### config.mk
export PLATFORM = sky130hd
export DESIGN_NAME = uart_bus_responder
export DESIGN_NICKNAME = d
export VERILOG_FILES = /design/src/rtl/uart_pkg.sv /design/src/rtl/uart_rx_core.sv /design/src/rtl/uart_bus_responder.sv
export SDC_FILE = /design/constraint.sdc
export NUM_CORES = 1
export LEC_CHECK = 0
export CORE_MARGIN = 1
export CORE_UTILIZATION = 41
export DETAILED_ROUTE_END_ITERATION = 10
export GPL_ROUTABILITY_DRIVEN = 0
export PLACE_DENSITY = 0.71
export SLEW_MARGIN = 20
export SYNTH_ARGS = -nofsm -noshare
export SYNTH_HDL_FRONTEND = slang
export SYNTH_SLANG_ARGS = --single-unit
export TNS_END_PERCENT = 20
### constraint.sdc
create_clock -name clk -period 3.53 [get_ports clk]
set_input_delay 0.5295 -clock clk [delete_from_list [all_inputs] [get_ports clk]]
set_output_delay 0.5295 -clock clk [all_outputs]
set_load 0.1 [all_outputs]
### src/rtl/uart_pkg.sv
// uart_pkg: shared register map, CON bit positions and FSM state type for the UART responder
package uart_pkg;
  localparam logic [31:0] UART_TXD_ADDR = 32'h4000_0018;
  localparam logic [31:0] UART_RXD_ADDR = 32'h4000_001C;
  localparam logic [31:0] UART_CON_ADDR = 32'h4000_0020;
  localparam int CON_TX_IRQ_EN = 0;
  localparam int CON_RX_IRQ_EN = 1;
  localparam int CON_TX_DONE   = 2;
  localparam int CON_RX_VALID  = 3;
  localparam int CON_TX_BUSY   = 4;
  localparam int CON_FRAME_ERR = 5;
  localparam int CON_OVERRUN   = 6;
  typedef enum logic [1:0] {IDLE, START, DATA, STOP} uart_state_t;
endpackage

### src/rtl/uart_rx_core.sv
// uart_rx_core: synchronises rxd, rejects short start glitches and samples 8N1 frames at mid-bit
module uart_rx_core
  import uart_pkg::*;
#(
  parameter int BAUD_DIV = 5208
) (
  input  logic       clk,
  input  logic       reset,
  input  logic       rxd_i,
  output logic [7:0] byte_o,
  output logic       done_o,
  output logic       err_o
);
  localparam int CW = $clog2(BAUD_DIV);
  uart_state_t state_q, state_d;
  logic [2:0] sync_q;
  logic [CW-1:0] cnt_q, cnt_d;
  logic [2:0] idx_q, idx_d;
  logic [7:0] shift_q, shift_d;
  logic done_q, done_d, err_q, err_d;
  logic rx, fall, half, bit_end;
  // sync_q[1] is the synchronised line, sync_q[2] its previous value for edge detection
  assign rx      = sync_q[1];
  assign fall    = sync_q[2] & ~sync_q[1];
  assign half    = cnt_q == CW'(BAUD_DIV / 2 - 1);
  assign bit_end = cnt_q == CW'(BAUD_DIV - 1);
  assign byte_o  = shift_q;
  assign done_o  = done_q;
  assign err_o   = err_q;
  always_ff @(posedge clk) begin
    if (reset) begin
      sync_q  <= 3'b111;
      state_q <= IDLE;
      cnt_q   <= '0;
      idx_q   <= '0;
      shift_q <= '0;
      done_q  <= 1'b0;
      err_q   <= 1'b0;
    end else begin
      sync_q  <= {sync_q[1:0], rxd_i};
      state_q <= state_d;
      cnt_q   <= cnt_d;
      idx_q   <= idx_d;
      shift_q <= shift_d;
      done_q  <= done_d;
      err_q   <= err_d;
    end
  end
  always_comb begin
    state_d = state_q;
    cnt_d   = cnt_q + 1'b1;
    idx_d   = idx_q;
    shift_d = shift_q;
    done_d  = 1'b0;
    err_d   = 1'b0;
    case (state_q)
      IDLE: begin
        cnt_d = '0;
        if (fall) state_d = START;
      end
      START: if (half) begin
        cnt_d   = '0;
        idx_d   = '0;
        state_d = rx ? IDLE : DATA;
      end
      DATA: if (bit_end) begin
        cnt_d   = '0;
        shift_d = {rx, shift_q[7:1]};
        idx_d   = idx_q + 3'd1;
        if (idx_q == 3'd7) state_d = STOP;
      end
      STOP: if (bit_end) begin
        cnt_d   = '0;
        done_d  = rx;
        err_d   = ~rx;
        state_d = IDLE;
      end
      default: state_d = IDLE;
    endcase
  end
endmodule

### src/rtl/uart_bus_responder.sv
// uart_bus_responder: memory-mapped 8N1 UART with TXD/RXD/CON registers and level interrupt
module uart_bus_responder
  import uart_pkg::*;
#(
  parameter int BAUD_DIV = 5208
) (
  input  logic        clk,
  input  logic        reset,
  input  logic        rd,
  input  logic        wr,
  input  logic [31:0] addr,
  input  logic [31:0] wdata,
  output logic [31:0] rdata,
  output logic        irqout,
  input  logic        uart_rxd,
  output logic        uart_txd
);
  localparam int CW = $clog2(BAUD_DIV);
  uart_state_t tx_state_q, tx_state_d;
  logic [CW-1:0] tx_cnt_q, tx_cnt_d;
  logic [2:0] tx_idx_q, tx_idx_d;
  logic [7:0] txd_q, txd_d, rxd_q, rxd_d;
  logic tx_en_q, tx_en_d, rx_en_q, rx_en_d;
  logic tx_done_q, tx_done_d, rx_valid_q, rx_valid_d;
  logic frame_err_q, frame_err_d, overrun_q, overrun_d;
  logic rd_txd, rd_rxd, rd_con, wr_txd, wr_con;
  logic tx_busy, tx_bit_end, tx_last, accept;
  logic [7:0] rx_byte;
  logic rx_done, rx_err;
  logic [6:0] con;
  logic unused_wdata;
  assign unused_wdata = ^wdata[31:8];
  uart_rx_core #(.BAUD_DIV(BAUD_DIV)) u_rx (
    .clk   (clk),
    .reset (reset),
    .rxd_i (uart_rxd),
    .byte_o(rx_byte),
    .done_o(rx_done),
    .err_o (rx_err)
  );
  assign rd_txd     = rd & (addr == UART_TXD_ADDR);
  assign rd_rxd     = rd & (addr == UART_RXD_ADDR);
  assign rd_con     = rd & (addr == UART_CON_ADDR);
  assign wr_txd     = wr & (addr == UART_TXD_ADDR);
  assign wr_con     = wr & (addr == UART_CON_ADDR);
  assign tx_busy    = tx_state_q != IDLE;
  assign tx_bit_end = tx_cnt_q == CW'(BAUD_DIV - 1);
  assign tx_last    = (tx_state_q == STOP) & tx_bit_end;
  // a write landing on the final stop-bit edge chains the next frame without a gap
  assign accept     = wr_txd & (~tx_busy | tx_last);
  assign uart_txd   = tx_state_q == START ? 1'b0 : tx_state_q == DATA ? txd_q[tx_idx_q] : 1'b1;
  assign con        = {overrun_q, frame_err_q, tx_busy, rx_valid_q, tx_done_q, rx_en_q, tx_en_q};
  assign rdata      = rd_txd ? {24'd0, txd_q} : rd_rxd ? {24'd0, rxd_q} : rd_con ? {25'd0, con} : 32'd0;
  assign irqout     = (tx_done_q & tx_en_q) | (rx_valid_q & rx_en_q);
  always_ff @(posedge clk) begin
    if (reset) begin
      tx_state_q  <= IDLE;
      tx_cnt_q    <= '0;
      tx_idx_q    <= '0;
      txd_q       <= '0;
      rxd_q       <= '0;
      tx_en_q     <= 1'b0;
      rx_en_q     <= 1'b0;
      tx_done_q   <= 1'b0;
      rx_valid_q  <= 1'b0;
      frame_err_q <= 1'b0;
      overrun_q   <= 1'b0;
    end else begin
      tx_state_q  <= tx_state_d;
      tx_cnt_q    <= tx_cnt_d;
      tx_idx_q    <= tx_idx_d;
      txd_q       <= txd_d;
      rxd_q       <= rxd_d;
      tx_en_q     <= tx_en_d;
      rx_en_q     <= rx_en_d;
      tx_done_q   <= tx_done_d;
      rx_valid_q  <= rx_valid_d;
      frame_err_q <= frame_err_d;
      overrun_q   <= overrun_d;
    end
  end
  always_comb begin
    tx_state_d = tx_state_q;
    tx_cnt_d   = tx_cnt_q + 1'b1;
    tx_idx_d   = tx_idx_q;
    case (tx_state_q)
      IDLE: tx_cnt_d = '0;
      START: if (tx_bit_end) begin
        tx_cnt_d   = '0;
        tx_idx_d   = '0;
        tx_state_d = DATA;
      end
      DATA: if (tx_bit_end) begin
        tx_cnt_d = '0;
        tx_idx_d = tx_idx_q + 3'd1;
        if (tx_idx_q == 3'd7) tx_state_d = STOP;
      end
      STOP: if (tx_bit_end) begin
        tx_cnt_d   = '0;
        tx_state_d = IDLE;
      end
      default: tx_state_d = IDLE;
    endcase
    if (accept) begin
      tx_state_d = START;
      tx_cnt_d   = '0;
    end
  end
  // sets take priority over read-to-clear on the same edge
  always_comb begin
    txd_d       = accept ? wdata[7:0] : txd_q;
    rxd_d       = rx_done ? rx_byte : rxd_q;
    tx_en_d     = wr_con ? wdata[CON_TX_IRQ_EN] : tx_en_q;
    rx_en_d     = wr_con ? wdata[CON_RX_IRQ_EN] : rx_en_q;
    tx_done_d   = tx_last | (tx_done_q & ~rd_con);
    rx_valid_d  = rx_done | (rx_valid_q & ~rd_rxd);
    frame_err_d = rx_err | (frame_err_q & ~rd_con);
    overrun_d   = (rx_done & rx_valid_q) | (overrun_q & ~rd_con);
  end
endmodule

Word-level counts from Yosys, hierarchy flattened
Cells that the tools add are included.
{ "op_classes": {"eq_ne": 27, "n_bitwise": 27, "addsub": 4, "muxes": 31, "order_cmp": 1, "n_reduce_logical": 17} }
{ "op_table": {"columns": ["operator", "n"], "rows": [
  ["== test 32 x 31 -> 1 bit, second input constant", 3],
  ["two-way mux 13 bit", 3],
  ["case mux 13 bit (3 select lines)", 1],
  ["adder 13 x 1 -> 13 bit, second input constant", 2],
  ["== test 13 bit, second input constant", 2],
  ["case mux 13 bit (2 select lines)", 1],
  ["two-way mux 2 bit", 10],
  ["two-way mux 8 bit", 2],
  ["bitwise AND 1 bit", 15],
  ["AND reduction 5 bit", 3],
  ["== test 13 x 12 -> 1 bit, second input constant", 1],
  ["two-way mux 3 bit", 4],
  ["inequality test 2 x 1 -> 1 bit, second input constant", 6],
  ["case mux 3 bit (2 select lines)", 2],
  ["inequality test 3 bit, second input constant", 3],
  ["== test 2 bit, second input constant", 4],
  ["case mux 2 bit (4 select lines)", 1],
  ["two-way mux 7 bit", 1],
  ["adder 3 x 1 -> 3 bit, second input constant", 2],
  ["== test 3 bit, second input constant", 2],
  ["inequality test 2 bit, second input constant", 3],
  ["inverter 1 bit", 6],
  ["OR 1 bit", 6],
  ["case mux 2 bit (3 select lines)", 1],
  ["13 further kinds", 23]
]} }
{ "word_totals": {"output_inout_bits": 34, "in_bits": 69, "wordCells": 126, "regBits": 71} }

Depth between registers and ports, before layout
{ "logic_depth": {"word_depth": 6, "mapped_depth": 7, "ltp_nobuf": 7} }

Cells and area by module
A second synthesis with hierarchy kept.
{ "hier_totals": {"cells_unflattened": 388, "area_unflattened_um2": 3773.6} }
{ "by_module_without_submodules": {"columns": ["mod", "cells_per_inst", "area_per_inst_um2", "seq_area_each_um2", "instances"], "rows": [
  ["uart_bus_responder", 243, 2362.3, 800.8, 1],
  ["uart_rx_core", 145, 1411.4, 620.6, 1]
]} }

Worst setup path before layout
OpenSTA, ideal clock, no wires.
{ "synth_path": {"kind": "input to output", "start": "input addr[3]", "end": "output rdata[4]", "cell_stages": 4, "required_ns": 3.000, "arrival_ns": 2.449, "n_path_buf": 0, "setup_slack_ns": 0.551, "path_cell_list": "or4b_2 > or3_1 > nor2_1 > a221o_1"} }
{ "synth_between": {"elab_chain_len": 5, "elab_cells_between_ends": 9, "classes_between": "eq/ne: 3; mux: 3; bitwise: 3"} }
{ "synth_lines": {"columns": ["item", "line_no", "rtl"], "rows": [
  ["start, declared", "uart_bus_responder.sv:11", "input logic [31:0] addr,"],
  ["== test 32 x 31 -> 1 bit", "uart_bus_responder.sv:43", "assign rd_con = rd & (addr == UART_CON_ADDR);"],
  ["bitwise AND 1 bit", "uart_bus_responder.sv:43", null],
  ["two-way mux 7 bit", "uart_bus_responder.sv:53", "assign rdata = rd_txd ? {24'd0, txd_q} : rd_rxd ? {24'd0, rxd_q} : rd_con ? {25'd0, con} : 32'd0;"],
  ["two-way mux 8 bit", "uart_bus_responder.sv:53", null],
  ["two-way mux 8 bit *", "uart_bus_responder.sv:53", null],
  ["end, declared", "uart_bus_responder.sv:13", "output logic [31:0] rdata,"]
]} }
Every way passes the cells marked *; elsewhere a longest branch is shown, timed or not.

Final worst setup path
{ "layout_path": {"start": "input addr[17]", "end": "output rdata[4]"} }
The elaborated chain is that of the path after synthesis.

==> results.tsv <==
metric	value	unit
vias	2812	
p_per_area	370	nW/um^2
die_y	94.6	um
wl_per_cell	12.4	um
overflow	0	
cts_max_path_buffers	2	
clk_latency	0.35	ns
syn_area	3520	um^2
vias_per_cell	5.03	
fin_skew	0.00555	ns
layout_min_cycle_time	3.19	ns
wl	6910	um
first_iter_violations	87	
intPower	0.00118	W
die_x	94.6	um
slew_headroom	35.7	%
switchingPower	0.000432	W
fmax	314	MHz
dr_wl_met3	186	um
wl_met1	3060	um
rows	33	
clock-sinks	71	
synth_top_flop_cell	dfxtp_1	
pre_cts_slack	0.320	ns
cts_root_buf	clkbuf_8	
routed.top_layer	met4	
synth_edf_count	0	
dieArea	8950	um^2
avgSynthCellArea	9.00	um^2
min_period_over_period	90.3	%
final_hold_viol_count	0	
grt_start_max_net_pins	30	
ant_nets	0	
synth_top_area_share	40.4	%
dp_hpwl	5290	um
clk_pin_slew	0.07	ns
hold_buffers	0	
num-nets-final	531	
p_comb_share	11.4	%
initial_utilization	42.6	%
portBuffers	54	
cts_resized	0	
synth_cells	391	
critPathArrivalTime	2.66	ns
setup_viol	0	
swShare	26.8	%
coreArea	8260	um^2
cp-end-kind	output port	
pwr-share-seq	50.0	%
layout-drive-gt1-share	11.0	%
worst_slack	0.343	ns
grt_pass1_vias	2640	
p_total	0.00161	W
stdcell_area	4350	um^2
crit_required	3.00	ns
yosysTopAreaCell	dfxtp_1	
power_leakage	1.55	nW
status	finished clean	
report.final.slew_viol_count	0	
placed_area	4160	um^2
h-tree-depth	3	
ys_seq_elements	71	
cp-start-kind	primary input	
final.setup.tns	0	ns
cts_setup_buffers	0	
grt_pass1_wl	11600	um
ios	103	
antenna_found_initial	0	
hold_ws	0.421	ns
async_flop_share	0	%
worst_pin_slew	0.962	ns
grt.total_usage	16.6	%
drcViolationCount	0	
ys_warn_count	0	
ys_types	50	
p_clk_share	38.6	%
drtPass1Iterations	5	
cts_made_buffers	9	
hold_class	reg -> reg	
crit_fanout	6	
ir_worst_vdd	0.255	mV
path_class	in -> out	
seq_area_frac_synth	40.4	%
antenna-diode-count	0	
areaGrowthSynthToFinish	23.7	%
rsz0062_at_grt	false	
tritoncts	done	
ys_top_cells_by_area	dfxtp_1 40%, nor2_1 7.0%, mux2i_1 5.4%, buf_4 5.3%, ha_1 4.6%	
dr_wl_met2	3570	um
cap_violations	0	
## critical path, cell delays in order
cell,delay [ns]
clkdlybuf4s50_1,0.40
nor4_1,0.38
nand4_2,0.31
or3_1,0.51
nor2_1,0.17
a221o_1,0.18
buf_12,0.18
## metal layers
| metal | up-vias | global-route usage [%] |
|---|---|---|
| met5 | - | 0 |
| met4 | 0 | 5.68 |
| met3 | 9 | 4.99 |
| met2 | 34 | 30.0 |
| met1 | 1334 | 18.3 |
| li1 | 1435 | - |
## cells by family after synthesis
group	Yosys count	share of synthesized area [%]
AND/OR/NAND/NOR	166	24.9
flip-flops	71	40.4
buffers and inverters	55	8.75
AO/OA/AOI/OAI	41	8.68
XOR/XNOR	22	5.48
multiplexers	22	7.01
adder cells (fa/ha/maj)	13	4.62
other	1	0.107
## registers in the layout (all words and copies together) (netlist names), 2 cells and up, named ones only
register	count
rxd_q	8
tx_cnt_q	13
tx_idx_q	3
tx_state_q	2
txd_q	8
u_rx.byte_o	8
u_rx.cnt_q	13
u_rx.idx_q	3
u_rx.sync_q	3
## final timing paths
kind / from / end / slack, ns / cells past startpoint
max: addr[17] / rdata[4] / 0.34 / 7
min: u_rx.sync_q[0] / u_rx.sync_q[1] / 0.42 / 1
max reg2reg: tx_state_q[1] / txd_q[6] / 1.39 / 7
min reg2reg: u_rx.sync_q[0] / u_rx.sync_q[1] / 0.42 / 1
## per-stage QoR
step,std cells,utilization [%]
after detailed placement,543,50.4
final,559,52.7
after global placement,543,50.4
after floorplan,414,-
after CTS,559,52.7
after global routing,559,52.7
## cell type report
| class | count | area (um^2) |
|---|---|---|
| Clock buffer | 11 | 131 |
| Clock inverter | 5 | 58.8 |
| Fill cell | 782 | 3910 |
| Inverter | 19 | 71.3 |
| Multi-Input combinational cell | 288 | 1870 |
| Sequential cell | 71 | 1420 |
| Tap cell | 105 | 131 |
| Timing Repair Buffer | 60 | 663 |
## cells in the mapped netlist (all sizes together) (3+ instances only)
master / n
a21oi: 16
a222oi: 5
a22oi: 3
a32o: 3
and3: 3
buf: 28
clkbuf: 8
dfxtp: 71
ha: 13
inv: 19
mux2i: 19
nand2: 31
nand2b: 3
nand3: 8
nand4: 15
nor2: 66
nor3: 7
nor4: 10
nor4b: 3
or2: 4
or3: 4
xnor2: 12
xor2: 10
## power groups by stage
stage               Clock, W  Sequential, W  Combinational, W
global placement           0       0.000824          0.000183
finish              0.000621       0.000805          0.000184
global route        0.000668       0.000805          0.000192
floorplan                  0       0.000822          0.000150
detailed placement         0       0.000824          0.000184
CTS                 0.000641       0.000805          0.000184
## cell usage in the layout (no fill, tap or decap), drive strengths merged, types with 5 or more instances in the layout
master,n
ha,13
clkdlybuf4s50,45
a21oi,16
mux2i,19
dfxtp,71
nor2,66
nor4,10
conb,24
clkbuf,11
nor3,7
buf,15
inv,19
nand4,15
xnor2,12
nand2,31
nand3,8
a222oi,5
xor2,10
Note: power is estimated with default switching activity, not from simulation.
